[src/rtl/neuron_backprop.sv]
// Backward pass for one neuron: streams (activation, weight) pairs and emits the
// SGD-updated weight plus the gradient propagated back to each input.
module neuron_backprop #(
  parameter int unsigned N_INPUTS = 784,
  parameter int unsigned LR_SHIFT = 8,
  parameter int unsigned IDX_W    = 10
) (
  input  logic                    clk,
  input  logic                    rst_n,
  input  logic                    start,
  input  logic signed [15:0]      delta,
  input  logic        [7:0]       out_act,
  output logic                    busy,
  input  logic                    in_valid,
  output logic                    in_ready,
  input  logic        [7:0]       x_in,
  input  logic signed [15:0]      w_in,
  output logic                    out_valid,
  input  logic                    out_ready,
  output logic signed [15:0]      w_out,
  output logic signed [15:0]      g_out,
  output logic        [IDX_W-1:0] idx_out,
  output logic                    done
);

  typedef enum logic [1:0] {S_IDLE, S_RUN, S_DONE} state_e;

  localparam logic [IDX_W-1:0] LAST_IDX = IDX_W'(N_INPUTS - 1);

  state_e                   state_q, state_d;
  logic signed [15:0]       delta_q, delta_d;
  logic        [IDX_W-1:0]  cnt_q, cnt_d;
  logic        [IDX_W-1:0]  idx_q, idx_d;
  logic                     out_valid_q, out_valid_d;
  logic signed [15:0]       w_q, w_d;
  logic signed [15:0]       g_q, g_d;

  logic                     in_acc, out_acc, last_beat;
  logic signed [24:0]       prod_p, step_s;
  logic signed [25:0]       w_diff;
  logic signed [31:0]       prod_q;
  logic signed [16:0]       g_shift;
  logic signed [15:0]       w_sat, g_sat;

  // Datapath: weight step and back-propagated gradient, both saturated to s16.
  always_comb begin
    prod_p  = delta_q * $signed({1'b0, x_in});
    step_s  = prod_p >>> LR_SHIFT;
    w_diff  = w_in - step_s;
    prod_q  = delta_q * w_in;
    g_shift = 17'(prod_q >>> 15);

    if (w_diff > 26'sd32767)       w_sat = 16'sh7fff;
    else if (w_diff < -26'sd32768) w_sat = 16'sh8000;
    else                           w_sat = w_diff[15:0];

    if (g_shift > 17'sd32767)      g_sat = 16'sh7fff;
    else                           g_sat = g_shift[15:0];
  end

  assign in_ready  = (state_q == S_RUN) & (~out_valid_q | out_ready);
  assign in_acc    = in_valid & in_ready;
  assign out_acc   = out_valid_q & out_ready;
  assign last_beat = (cnt_q == LAST_IDX);
  assign busy      = (state_q != S_IDLE);
  assign done      = (state_q == S_DONE) & out_acc;
  assign out_valid = out_valid_q;
  assign w_out     = w_q;
  assign g_out     = g_q;
  assign idx_out   = idx_q;

  always_comb begin
    state_d     = state_q;
    delta_d     = delta_q;
    cnt_d       = cnt_q;
    idx_d       = idx_q;
    out_valid_d = out_valid_q;
    w_d         = w_q;
    g_d         = g_q;

    case (state_q)
      S_IDLE: begin
        if (start) begin
          state_d = S_RUN;
          // Saturated forward output means zero derivative, so nothing propagates.
          delta_d = (out_act == 8'd0 || out_act == 8'hff) ? '0 : delta;
          cnt_d   = '0;
        end
      end
      S_RUN: begin
        if (in_acc && last_beat) state_d = S_DONE;
      end
      S_DONE: begin
        if (out_acc) state_d = S_IDLE;
      end
      default: state_d = S_IDLE;
    endcase

    if (out_acc) out_valid_d = 1'b0;
    if (in_acc) begin
      out_valid_d = 1'b1;
      idx_d       = cnt_q;
      w_d         = w_sat;
      g_d         = g_sat;
      if (!last_beat) cnt_d = cnt_q + 1'b1;
    end
  end

  always_ff @(posedge clk or negedge rst_n) begin
    if (!rst_n) begin
      state_q     <= S_IDLE;
      delta_q     <= '0;
      cnt_q       <= '0;
      idx_q       <= '0;
      out_valid_q <= 1'b0;
      w_q         <= '0;
      g_q         <= '0;
    end else begin
      state_q     <= state_d;
      delta_q     <= delta_d;
      cnt_q       <= cnt_d;
      idx_q       <= idx_d;
      out_valid_q <= out_valid_d;
      w_q         <= w_d;
      g_q         <= g_d;
    end
  end

endmodule

[config.mk]
export PLATFORM = sky130hd
export DESIGN_NAME = neuron_backprop
export DESIGN_NICKNAME = d
export VERILOG_FILES = /design/src/rtl/neuron_backprop.sv
export SDC_FILE = /design/constraint.sdc
export NUM_CORES = 1
export LEC_CHECK = 0
export CORE_ASPECT_RATIO = 0.8
export CORE_MARGIN = 1
export CORE_UTILIZATION = 30
export CTS_CLUSTER_SIZE = 10
export DETAILED_ROUTE_END_ITERATION = 8
export SLEW_MARGIN = 20
export SYNTH_ARGS = -nofsm -noshare
export SYNTH_HDL_FRONTEND = slang
export SYNTH_SLANG_ARGS = --single-unit
[constraint.sdc]
create_clock -name clk -period 7.1 [get_ports clk]
set_input_delay 1.42 -clock clk [delete_from_list [all_inputs] [get_ports clk]]
set_output_delay 1.42 -clock clk [all_outputs]
set_load 0.05 [all_outputs]
# After elaboration in Yosys (flattened, before gate mapping)
# Cells that the tools add are included.
[word_totals]
romBits = 0
memories = 0
register_bits = 71
out_inout_bits = 46
inputBits = 53
mem_bits_rw = 0
elab_cells = 49
latch_bits = 0
[op_classes]
n_reduce_logical = 8
n_addsub = 2
order_cmp = 3
eq_ne = 7
div_mod_pow = 0
n_mul = 2
bitwise = 6
shifts = 0
mux = 14
[op_table]
columns = ["op", "count"]
rows = [
  ["two-way mux 16 bit", 4],
  ["two-way mux 10 bit", 4],
  ["multiplier 16 x 16 -> 32 bit", 1],
  ["multiplier 16 x 9 -> 25 bit", 1],
  ["> comparator 18 x 16 -> 1 bit (second input constant)", 1],
  ["< comparator 18 x 16 -> 1 bit (second input constant)", 1],
  ["subtractor 16 x 17 -> 18 bit", 1],
  ["> comparator 17 x 16 -> 1 bit (second input constant)", 1],
  ["adder 10 x 1 -> 10 bit (second input constant)", 1],
  ["== test 10 bit (second input constant)", 1],
  ["== test 8 bit (second input constant)", 1],
  ["logical NOT 8 bit", 1],
  ["two-way mux 2 bit", 3],
  ["case mux 2 bit (3 select lines)", 1],
  ["bitwise AND 1 bit", 4],
  ["!= test 2 bit (second input constant)", 2],
  ["nonzero test 2 bit", 2],
  ["AND reduction 3 bit", 1],
  ["== test 2 x 1 -> 1 bit (second input constant)", 1],
  ["== test 2 bit (second input constant)", 1],
  ["logical NOT 2 bit", 1],
  ["two-way mux 1 bit", 2],
  ["!= test 2 x 1 -> 1 bit (second input constant)", 1],
  ["AND reduction 2 bit", 1],
  ["other kinds (4)", 4],
]

# Depth between registers and ports, before layout
# Gate-level depths: netlist of run 1.
[logic_depth]
ltp_word = 7
ltp_mapped = 29
mapped_depth_nobuf = 26

# Least setup slack after synthesis of run 1
# No wires, ideal clock.
[synth_timing]
path_kind = "in2reg"
startpoint = "in x_in[2]"
endpoint = "reg w_q[5] (netlist: w_out[5])"
stages = 28
required_time_ns = 6.951
t_arrival_ns = 7.932
setup_time_ns = 0.149
n_path_buf = 2
path_slack_ns = -0.981
cell_sequence = "clkbuf_1 > nand2_1 > fa_1 > inv_1 > fa_1 > inv_1 > fa_1 > inv_1 > fa_1 > ha_1 > o21a_1 > o21ai_0 > o21bai_1 > a2111oi_1 > o211ai_1 > a21o_1 > a21o_1 > xnor2_1 > ha_1 > nand4_1 > a2111oi_0 > o21ai_1 > a31o_2 > or2_2 > o211a_1 > o21ai_4 > buf_6 > o311ai_0"
[synth_between]
elab_chain_cells = 5
elab_cells_between_ends = 6
cone_classes = "1 x add/sub; 1 x mul; 2 x order compare; 2 x mux"
[synth_lines]
columns = ["item", "line", "text"]
rows = [
  ["start: declaration", "16", "input logic [7:0] x_in,"],
  ["multiplier 16 x 9 -> 25 bit *", "47", "prod_p = delta_q * $signed({1'b0, x_in});"],
  ["subtractor 16 x 17 -> 18 bit *", "49", "w_diff = w_in - step_s;"],
  ["< comparator 18 x 16 -> 1 bit", "54", "else if (w_diff < -26'sd32768) w_sat = 16'sh8000;"],
  ["two-way mux 16 bit", "54", ""],
  ["two-way mux 16 bit *", "53", "if (w_diff > 26'sd32767) w_sat = 16'sh7fff;"],
  ["end signal: assignment", "124", "w_q <= w_d;"],
  ["end: declaration", "35", "logic signed [15:0] w_q, w_d;"],
]
# Mark *: on every way between the ends. The rest lies on a longest branch, timed or not.
# A chain may end at the register's enable or synchronous reset.

# Worst setup path in the final report of run 1
[layout_timing]
startpoint = "in x_in[3]"
endpoint = "reg w_q[8] (netlist: w_out[8])"
# The elaborated chain is that of the path after synthesis.

==> impl_metrics.yaml, run 1 <==
worst_setup_path:
  max_stage_delay_ps: 520
  startpoint_type: "input pin"
  rrSetupSlack_ps: 130
  crit_fanout: 8
  cp.required_ps: 7360
  path_class: "input pin to flip-flop"
  slowest_stage: "fa_1"
  rr_startpoint: "delta_q[7]"
  cp.arrival_ps: 7730
  reg2reg_depth: 25
  endpoint_kind: "flip-flop"
  critical_path.reg2reg.endpoint: "g_out[7]"
die:
  die_w_um: 274
  fp.coreArea_um2: 58200
  dieArea_um2: 60000
  ios: 99
  num_rows: 79
  start_util: 0.304
  die_y_um: 219
power_and_ir_drop:
  p_leak_nw: 11.7
  p_per_area_nw_per_um2: 551
  worst_ir_drop_vdd_mv: 0.595
  totalPowerFinal_mw: 12.8
final_layout:
  antenna_cells: 0
  syn2layout_area_growth_pct: 31.5
  drive_gt1_frac: 0.216
  fin_area_um2: 23300
  final_core_util: 0.400
  final_nets: 2842
  nFillCells: 5639
sta:
  fin_hold_ws_ps: 474
  tightestPinTransition_ps: 1110
  hold_viol: 0
  finalSetupViolCount: 22
  layout_setup_ws_ps: -370
  drv_slew: 0
  period_minus_slack_ps: 7470
  tns_ps: -4900
  grt_setup_unrepaired: "true"
  period_share: 1.05
  skew_ps: 12.8
  slew_headroom: 0.257
  max_freq_mhz: 134
placed_design:
  portBuffers: 98
  place_area_um2: 21300
  gp_congestion: 0.870
  hpwl_um: 40100
synth:
  synth-edff-count: 0
  yosys_warnings: 0
  synth.avg_cell_area_um2: 9.09
  ys.flop_type: "dfrtp_1"
  yosysTopAreaCellShare: 0.410
  synth.area.top_cells: "fa_1 41%, ha_1 10%, dfrtp_1 10%"
  syn_area_um2: 17700
  ys_seq_elements: 71
  ys_top_cells_by_count: "424 x inv_1, 363 x fa_1, 290 x nand2_1"
  synth_cell_types: 66
  synth_cells: 1949
  synth_area_leader_cell: "fa_1"
  synth_most_common_cell: "inv_1"
  ys_async_sr_fraction: 1.00
  syn-num-nets: 2508
  synth_seq_area_share: 0.100
min_path:
  min_path_cells: 2
  hp-class: "flip-flop to flip-flop"
  hold_path.startpoint: "idx_out[0]"
  hold_end: "idx_out[0]"
grt:
  grt_use_total: 0.178
  gr-total-overflow: 0
  grt_pass1_vias: 15500
  grt_pass1_wl_um: 83600
  antenna_found_initial: 0
  grt_start_max_net_pins: 72
outcome:
  violations: "setup timing"
  outcome: "finished, violations left"
clock_network:
  clkTransAtPathRegs_ps: 60
  clk_latency_ps: 370
  cts_sinks: 71
  cts_buffers: 9
  cts_tree: "built"
  clockRootBuffer: "clkbuf_16"
  cts_max_level: 3
  cts_buffer_depth: 2
run:
  maxCapViolations: 0
routing:
  antenna_left: 0
  drt-vias-per-instance: 4.70
  wl_um: 51300
  drc_errors: 0
  via_count: 14400
  wl_per_cell_um: 16.8
  drt_pre_antenna_iters: 5
  dr.first_iter.drc_count: 1019
## layer usage
layer,vias up,global-route usage,share of wire,wire length (um)
li1,6596,-,-,-
met1,7311,0.257,0.46,23500
met2,420,0.284,0.46,23600
met3,52,0.0259,0.067,3410
met4,0,0.0302,0.014,731
met5,-,0,0,0
## kinds of logic (layout without fill, tap and decap cells)
logic type	after synthesis	count (layout)	share of synthesized area
xor gates and xnor gates	56	56	0.0277
buffers and inverters	499	838	0.107
muxes	2	2	0.00113
and+or+nand+nor	620	620	0.171
adders and majority gates	506	506	0.511
AOI/OAI and AO/OA	195	195	0.0818
DFF	71	71	0.100
## timing repair
item                       in CTS  in global routing
resized for setup             240                 99
gates cloned                    7                  0
setup endpoints to repair      32                 32
buffers inserted               46                 20
pin swaps                     101                 98
hold buffers                    0                  0
## worst max-delay path, delay by kind of cell
family | cells | cell delay [ps]
adder cells (fa/ha/maj) | 6 | 2540
AND/OR/NAND/NOR | 4 | 560
AO/OA/AOI/OAI | 10 | 2090
buffers and inverters | 8 | 1070
XOR/XNOR | 1 | 50
## cells in the final DEF (no fill, tap or decap), types with 18 or more instances in the layout
master / netlist / routed
buf_4: 0 / 251
buf_6: 3 / 36
and2_1: 199 / 186
inv_1: 424 / 410
dfrtp_1: 71 / 71
xor2_1: 20 / 20
ha_1: 143 / 121
a21o_1: 18 / 18
a21oi_1: 28 / 18
buf_12: 0 / 18
clkdlybuf4s50_1: 0 / 74
nand2_1: 290 / 274
o21ai_0: 50 / 38
xnor2_1: 36 / 34
fa_1: 363 / 350
ha_4: 0 / 20
nor2_1: 50 / 45
## per-stage QoR
| step | std cells | worst slack, ps |
|---|---|---|
| global route | 3057 | -581 |
| CTS | 3043 | -368 |
| floorplan | 1949 | -400 |
| global placement | 2974 | -1100 |
| finish | 3057 | -370 |
| detailed placement | 2974 | -1330 |
## power by group
part / switching (mW) / total [mW] / internal (mW)
sequential: 0.119 / 0.684 / 0.565
combinational: 5.86 / 11.6 / 5.77
clock: 0.220 / 0.514 / 0.294
## worst max-delay path by stage
stage / from / cells past startpoint / slack (ps) / endpoint
6_report: x_in[3] / 29 / -370 / w_out[8]
5_1_grt: x_in[3] / 30 / -580 / w_out[3]
4_1_cts: x_in[3] / 29 / -370 / w_out[3]
3_5_place_dp: x_in[5] / 26 / -1330 / w_out[3]
3_3_place_gp: x_in[5] / 27 / -1100 / w_out[0]
2_1_floorplan: x_in[0] / 28 / -400 / w_out[10]
## flip-flops by register name (all words and copies together), names as in the netlist
register / cells
cnt_q: 10
delta_q: 16
g_out: 16
idx_out: 10
out_valid: 1
state_q: 2
w_out: 16
## area by class of cell
cell class              count  area [um^2]  share of cell area
clock buffers              11          253              0.0109
flip-flops and latches     71         1780              0.0763
well taps                 769          962              0.0413
inverters                 424         1590              0.0684
repair buffers            398         3640               0.156
clock inverters             5         63.8             0.00274
multi-input cells        1379        15000               0.644
(Power assumes the default switching activity.)
==> run 2, diff against run 1 <==
--- a/config.mk
+++ b/config.mk
@@ -10,6 +10,7 @@
 export CORE_UTILIZATION = 30
 export CTS_CLUSTER_SIZE = 10
 export DETAILED_ROUTE_END_ITERATION = 8
+export GPL_TIMING_DRIVEN = 0
 export SLEW_MARGIN = 20
 export SYNTH_ARGS = -nofsm -noshare
 export SYNTH_HDL_FRONTEND = slang
==> run 2 against run 1 <==
Critical path type unchanged; the run still ends with setup timing left; fmax decreased by 2.9%; largest power group unchanged; hold slack improved by 2.8 ps; final cell count decreased by 5.2%; highest routed layer unchanged; clock power decreased by 3%; largest cell class unchanged.
==> impl_metrics.yaml, run 2 (synthesis results as in run 1) <==
die:
  num_rows: 79
  die_y_um: 219
  die_w_um: 274
  fp.coreArea_um2: 58200
  ios: 99
  start_util: 0.304
  dieArea_um2: 60000
power_and_ir_drop:
  totalPowerFinal_mw: 10.9
  p_per_area_nw_per_um2: 503
  p_leak_nw: 10.6
  worst_ir_drop_vdd_mv: 0.417
final_layout:
  final_common_cell: "inv_1"
  drive_gt1_frac: 0.119
  final_nets: 2683
  syn2layout_area_growth_pct: 22.2
  final_cell_mix: "415 x inv_1, 354 x fa_1, 282 x nand2_1"
  fin_cells: 2899
sta:
  max_freq_mhz: 130
  fin_hold_ws_ps: 477
  layout_setup_ws_ps: -595
  tns_ps: -8660
  tightestPinTransition_ps: 1070
  slew_headroom: 0.288
  period_minus_slack_ps: 7690
  hold_viol: 0
  skew_ps: 18.2
  finalSetupViolCount: 27
  period_share: 1.08
  drv_slew: 0
  grt_setup_unrepaired: "true"
clock_network:
  cts_tree: "built"
  clk_latency_ps: 380
  clkTransAtPathRegs_ps: 80
  cts_max_level: 3
  clockRootBuffer: "clkbuf_16"
  cts_buffers: 9
  cts_buffer_depth: 2
  cts_sinks: 71
  ctsHoldBuffers: 0
grt:
  gr-total-overflow: 0
  grt_pass1_wl_um: 84200
  antenna_found_initial: 5
  grt_pass1_vias: 14800
  grt_start_max_net_pins: 38
  grt_use_total: 0.184
placed_design:
  hpwl_um: 42800
  portBuffers: 98
  gp_congestion: 0.932
  place_ws_ps: -2500
  place_inst: 2817
outcome:
  violations: "setup timing"
  outcome: "finished, violations left"
routing:
  via_count: 13900
  antenna_left: 0
  drt_pre_antenna_iters: 5
  drt-vias-per-instance: 4.78
  wl_um: 52900
  dr.first_iter.drc_count: 1078
  wl_per_cell_um: 18.3
  drc_errors: 0
worst_setup_path:
  path_class: "input pin to flip-flop"
  endpoint_kind: "flip-flop"
  cp.required_ps: 7320
  rrSetupSlack_ps: -550
  crit_fanout: 8
  cp.arrival_ps: 7920
  startpoint_type: "input pin"
run:
  maxCapViolations: 0
min_path:
  hp-class: "flip-flop to flip-flop"
## run 2: cell types whose count changed in the layout (fill, tap and decap cells not counted), sizes merged
cell,delta
dlygate4sd2,-2
bufbuf,-1
buf,-216
inv,+4
diode,+1
bufinv,-1
clkinvlp,-1
clkbuf,+57
clkdlybuf4s15,+1
## run 2: final timing paths
path                                  from    endpoint  cells after the start
worst max-delay path               x_in[1]    w_out[9]                     28
worst min-delay path            idx_out[1]  idx_out[1]                      2
worst max register to register  delta_q[3]    w_out[9]                     29
worst min register to register  idx_out[1]  idx_out[1]                      2
max in group asynchronous            rst_n  delta_q[0]                      2
min in group asynchronous            rst_n   g_out[15]                      1
## run 2: routing by layer
layer  GRT usage  part of all wire  wire (um)
met1       0.260              0.46      24200
met2       0.277              0.43      22800
met3      0.0560             0.094       5000
met4      0.0367             0.019       1020
met5           0                 0          0
## run 2: area by class of cell
| cell class | count | area [um^2] |
|---|---|---|
| flip-flops and latches | 71 | 1780 |
| well taps | 769 | 962 |
| multi-input cells | 1379 | 14700 |
| diodes | 1 | 2.50 |
| repair buffers | 166 | 1650 |
| fillers | 5790 | 36600 |
| clock buffers | 9 | 225 |
| plain buffers | 73 | 612 |
| inverters | 424 | 1590 |
| clock inverters | 7 | 73.8 |
## run 2: what timing repair did
item,CTS,global route
resized for setup,265,93
pin swaps,41,62
endpoints found under the setup margin,32,32
cloned,3,1
buffers inserted,40,25
## run 2: worst max-delay path: stages
cell,delay (ps)
buf_12,100
clkbuf_16,140
buf_4,160
nand2_1,90
fa_1,540
inv_1,50
fa_1,540
fa_1,450
fa_1,490
ha_1,340
o21ai_2,100
o21bai_4,110
a2111oi_4,360
o211ai_1,160
a21o_1,200
a21o_1,180
xnor2_1,130
ha_1,320
nand4_1,220
a2111oi_4,340
o21ai_2,130
a31o_4,270
or2_4,250
o211a_4,240
o21ai_4,210
buf_12,150
buf_16,120
o311ai_2,80
## run 2: metrics by stage
stage	instance area, um^2	util
2_1_floorplan	17900	-
3_3_place_gp	19800	0.340
3_5_place_dp	19800	0.340
4_1_cts	21100	0.362
5_1_grt	21600	0.372
6_report	21600	0.372
## run 2: report_power, final
group          switching [mW]  total (mW)  internal [mW]  leakage (nW)
Combinational            5.33        9.72           4.39          9.61
Clock                   0.251       0.501          0.250         0.148
Sequential             0.0980       0.663          0.565         0.883
==> run 3, diff against run 2 <==
--- a/config.mk
+++ b/config.mk
@@ -11,6 +11,8 @@
 export CTS_CLUSTER_SIZE = 10
 export DETAILED_ROUTE_END_ITERATION = 8
 export GPL_TIMING_DRIVEN = 0
+export REMOVE_ABC_BUFFERS = 1
+export SKIP_CTS_REPAIR_TIMING = 1
 export SLEW_MARGIN = 20
 export SYNTH_ARGS = -nofsm -noshare
 export SYNTH_HDL_FRONTEND = slang
==> run 3 against run 2 <==
The run still ends with setup timing left; global-route usage fell by 2.6 points; total power fell by 12%; die area did not move; routed wire length fell by 11%; combinational power fell by 14%; largest power group unchanged.
==> impl_metrics.yaml, run 3 (synthesis results as in run 1) <==
outcome:
  outcome: "finished, violations left"
  violations: "setup timing"
die:
  die_y_um: 219
  num_rows: 79
  die_w_um: 274
  start_util: 0.304
  fp.coreArea_um2: 58200
  ios: 99
  dieArea_um2: 60000
grt:
  grt_start_max_net_pins: 47
  met2_usage: 0.261
  grt_pass1_vias: 14400
  antenna_found_initial: 0
  grt.busiest_layer: "met2"
  met1_usage: 0.220
  grt_use_total: 0.158
  grtUsageMet3: 0.0251
  gr-total-overflow: 0
  grt_pass1_wl_um: 75100
sta:
  skew_ps: 17.2
  period_minus_slack_ps: 7680
  max_freq_mhz: 130
  drv_slew: 0
  tightestPinTransition_ps: 1120
  finalSetupViolCount: 16
  slew_headroom: 0.254
  hold_viol: 0
  grt_setup_unrepaired: "true"
  period_share: 1.08
  layout_setup_ws_ps: -581
clock_network:
  cts_sinks: 71
  cts_tree: "built"
  cts_buffers: 9
  clkTransAtPathRegs_ps: 80
  clockRootBuffer: "clkbuf_16"
  clk_latency_ps: 380
  cts_max_level: 3
  cts_buffer_depth: 2
run:
  maxCapViolations: 0
worst_setup_path:
  reg2reg_depth: 26
  startpoint_type: "input pin"
  cp.arrival_ps: 7940
  critical_path.reg2reg.endpoint: "w_out[6]"
  path_class: "input pin to flip-flop"
  cp.required_ps: 7360
  rr_startpoint: "delta_q[2]"
  crit_fanout: 10
  rrSetupSlack_ps: -460
  endpoint_kind: "flip-flop"
routing:
  drt_pre_antenna_iters: 5
  wl_um: 47200
  drt-vias-per-instance: 4.77
  wl_per_cell_um: 16.9
  via_count: 13300
  drc_errors: 0
  antenna_left: 0
  dr.first_iter.drc_count: 800
min_path:
  min_path_cells: 2
  hold_end: "idx_out[5]"
  hp-class: "flip-flop to flip-flop"
  hold_path.startpoint: "idx_out[5]"
power_and_ir_drop:
  worst_ir_drop_vdd_mv: 0.504
  p_per_area_nw_per_um2: 466
  p_leak_nw: 10.2
final_layout:
  fin_cells: 2795
  drive_gt1_frac: 0.0859
  final_core_util: 0.354
  final_nets: 2580
  final_common_cell: "inv_1"
  syn2layout_area_growth_pct: 16.2
  antenna_cells: 0
  final_cell_mix: "418 x inv_1, 359 x fa_1, 282 x nand2_1"
placed_design:
  portBuffers: 98
  hpwl_um: 36200
  place_inst: 2744
  gp_congestion: 0.851
-- run 3: cell count changes in the layout (fill, tap and decap cells not counted), sizes merged --
cell,change
a211o,+1
buf,-47
clkbuf,-56
clkdlybuf4s15,-1
clkdlybuf4s50,-1
clkinv,-1
clkinvlp,+3
diode,-1
dlymetal6s2s,+1
inv,-2
-- run 3: per-stage QoR --
step           TNS (ps)  worst slack (ps)  total power, mW  hold WS (ps)  instance area, um^2
3_5_place_dp     -79160             -2660             8.02           472                19400
5_1_grt          -15370              -830             10.6           512                20600
2_1_floorplan    -15670              -818             6.26           461                17400
6_report          -8610              -581             9.60           486                20600
4_1_cts          -67310             -2290             8.57           497                19700
3_3_place_gp     -77140             -2620             7.88           469                19300
-- run 3: where the power goes --
part	total [mW]	switching [mW]	internal, mW
clock network	0.492	0.248	0.245
logic	8.38	4.69	3.70
registers	0.726	0.161	0.565
total	9.60	5.09	4.51
-- run 3: layout make-up --
class | count | area (um^2)
multi-input combinational | 1380 | 14400
clock buffer | 9 | 225
timing repair buffer | 135 | 1530
inverter | 424 | 1600
fill | 5881 | 37600
sequential | 71 | 1790
clock inverter | 7 | 61.3
tap | 769 | 962
-- run 3: worst max-delay path, cell delays in order --
cell      delay [ps]
buf_16           110
nand2_1           80
fa_1             560
inv_1             50
fa_1             460
ha_1             290
inv_1             50
fa_1             530
inv_1             40
ha_1             270
nand4b_1         100
o41a_1           480
o21bai_4         210
and2_1           170
o21a_1           130
o21a_1           130
nor3_1            40
or2_2            280
ha_1             360
o21ai_0          150
or4_1            520
a31oi_1          240
o21bai_1         100
a31o_1           260
o21a_1           240
a211o_4          350
o311ai_1         290
-- run 3: layer usage --
metal / up-vias / routed length, um
li1: 6069 / -
met5: - / 0
met1: 6869 / 21800
met3: 42 / 2570
met2: 358 / 22300
met4: 0 / 558
-- run 3: worst max path at each step --
stage                        from  endpoint  slack (ps)  cells after the start
after floorplan           x_in[2]  w_out[2]        -820                     26
final                     x_in[2]  w_out[6]        -580                     27
after CTS                 x_in[2]  w_out[3]       -2290                     27
after global placement    x_in[2]  w_out[3]       -2620                     27
after detailed placement  x_in[2]  w_out[3]       -2660                     27
after global routing      x_in[2]  w_out[7]        -830                     30
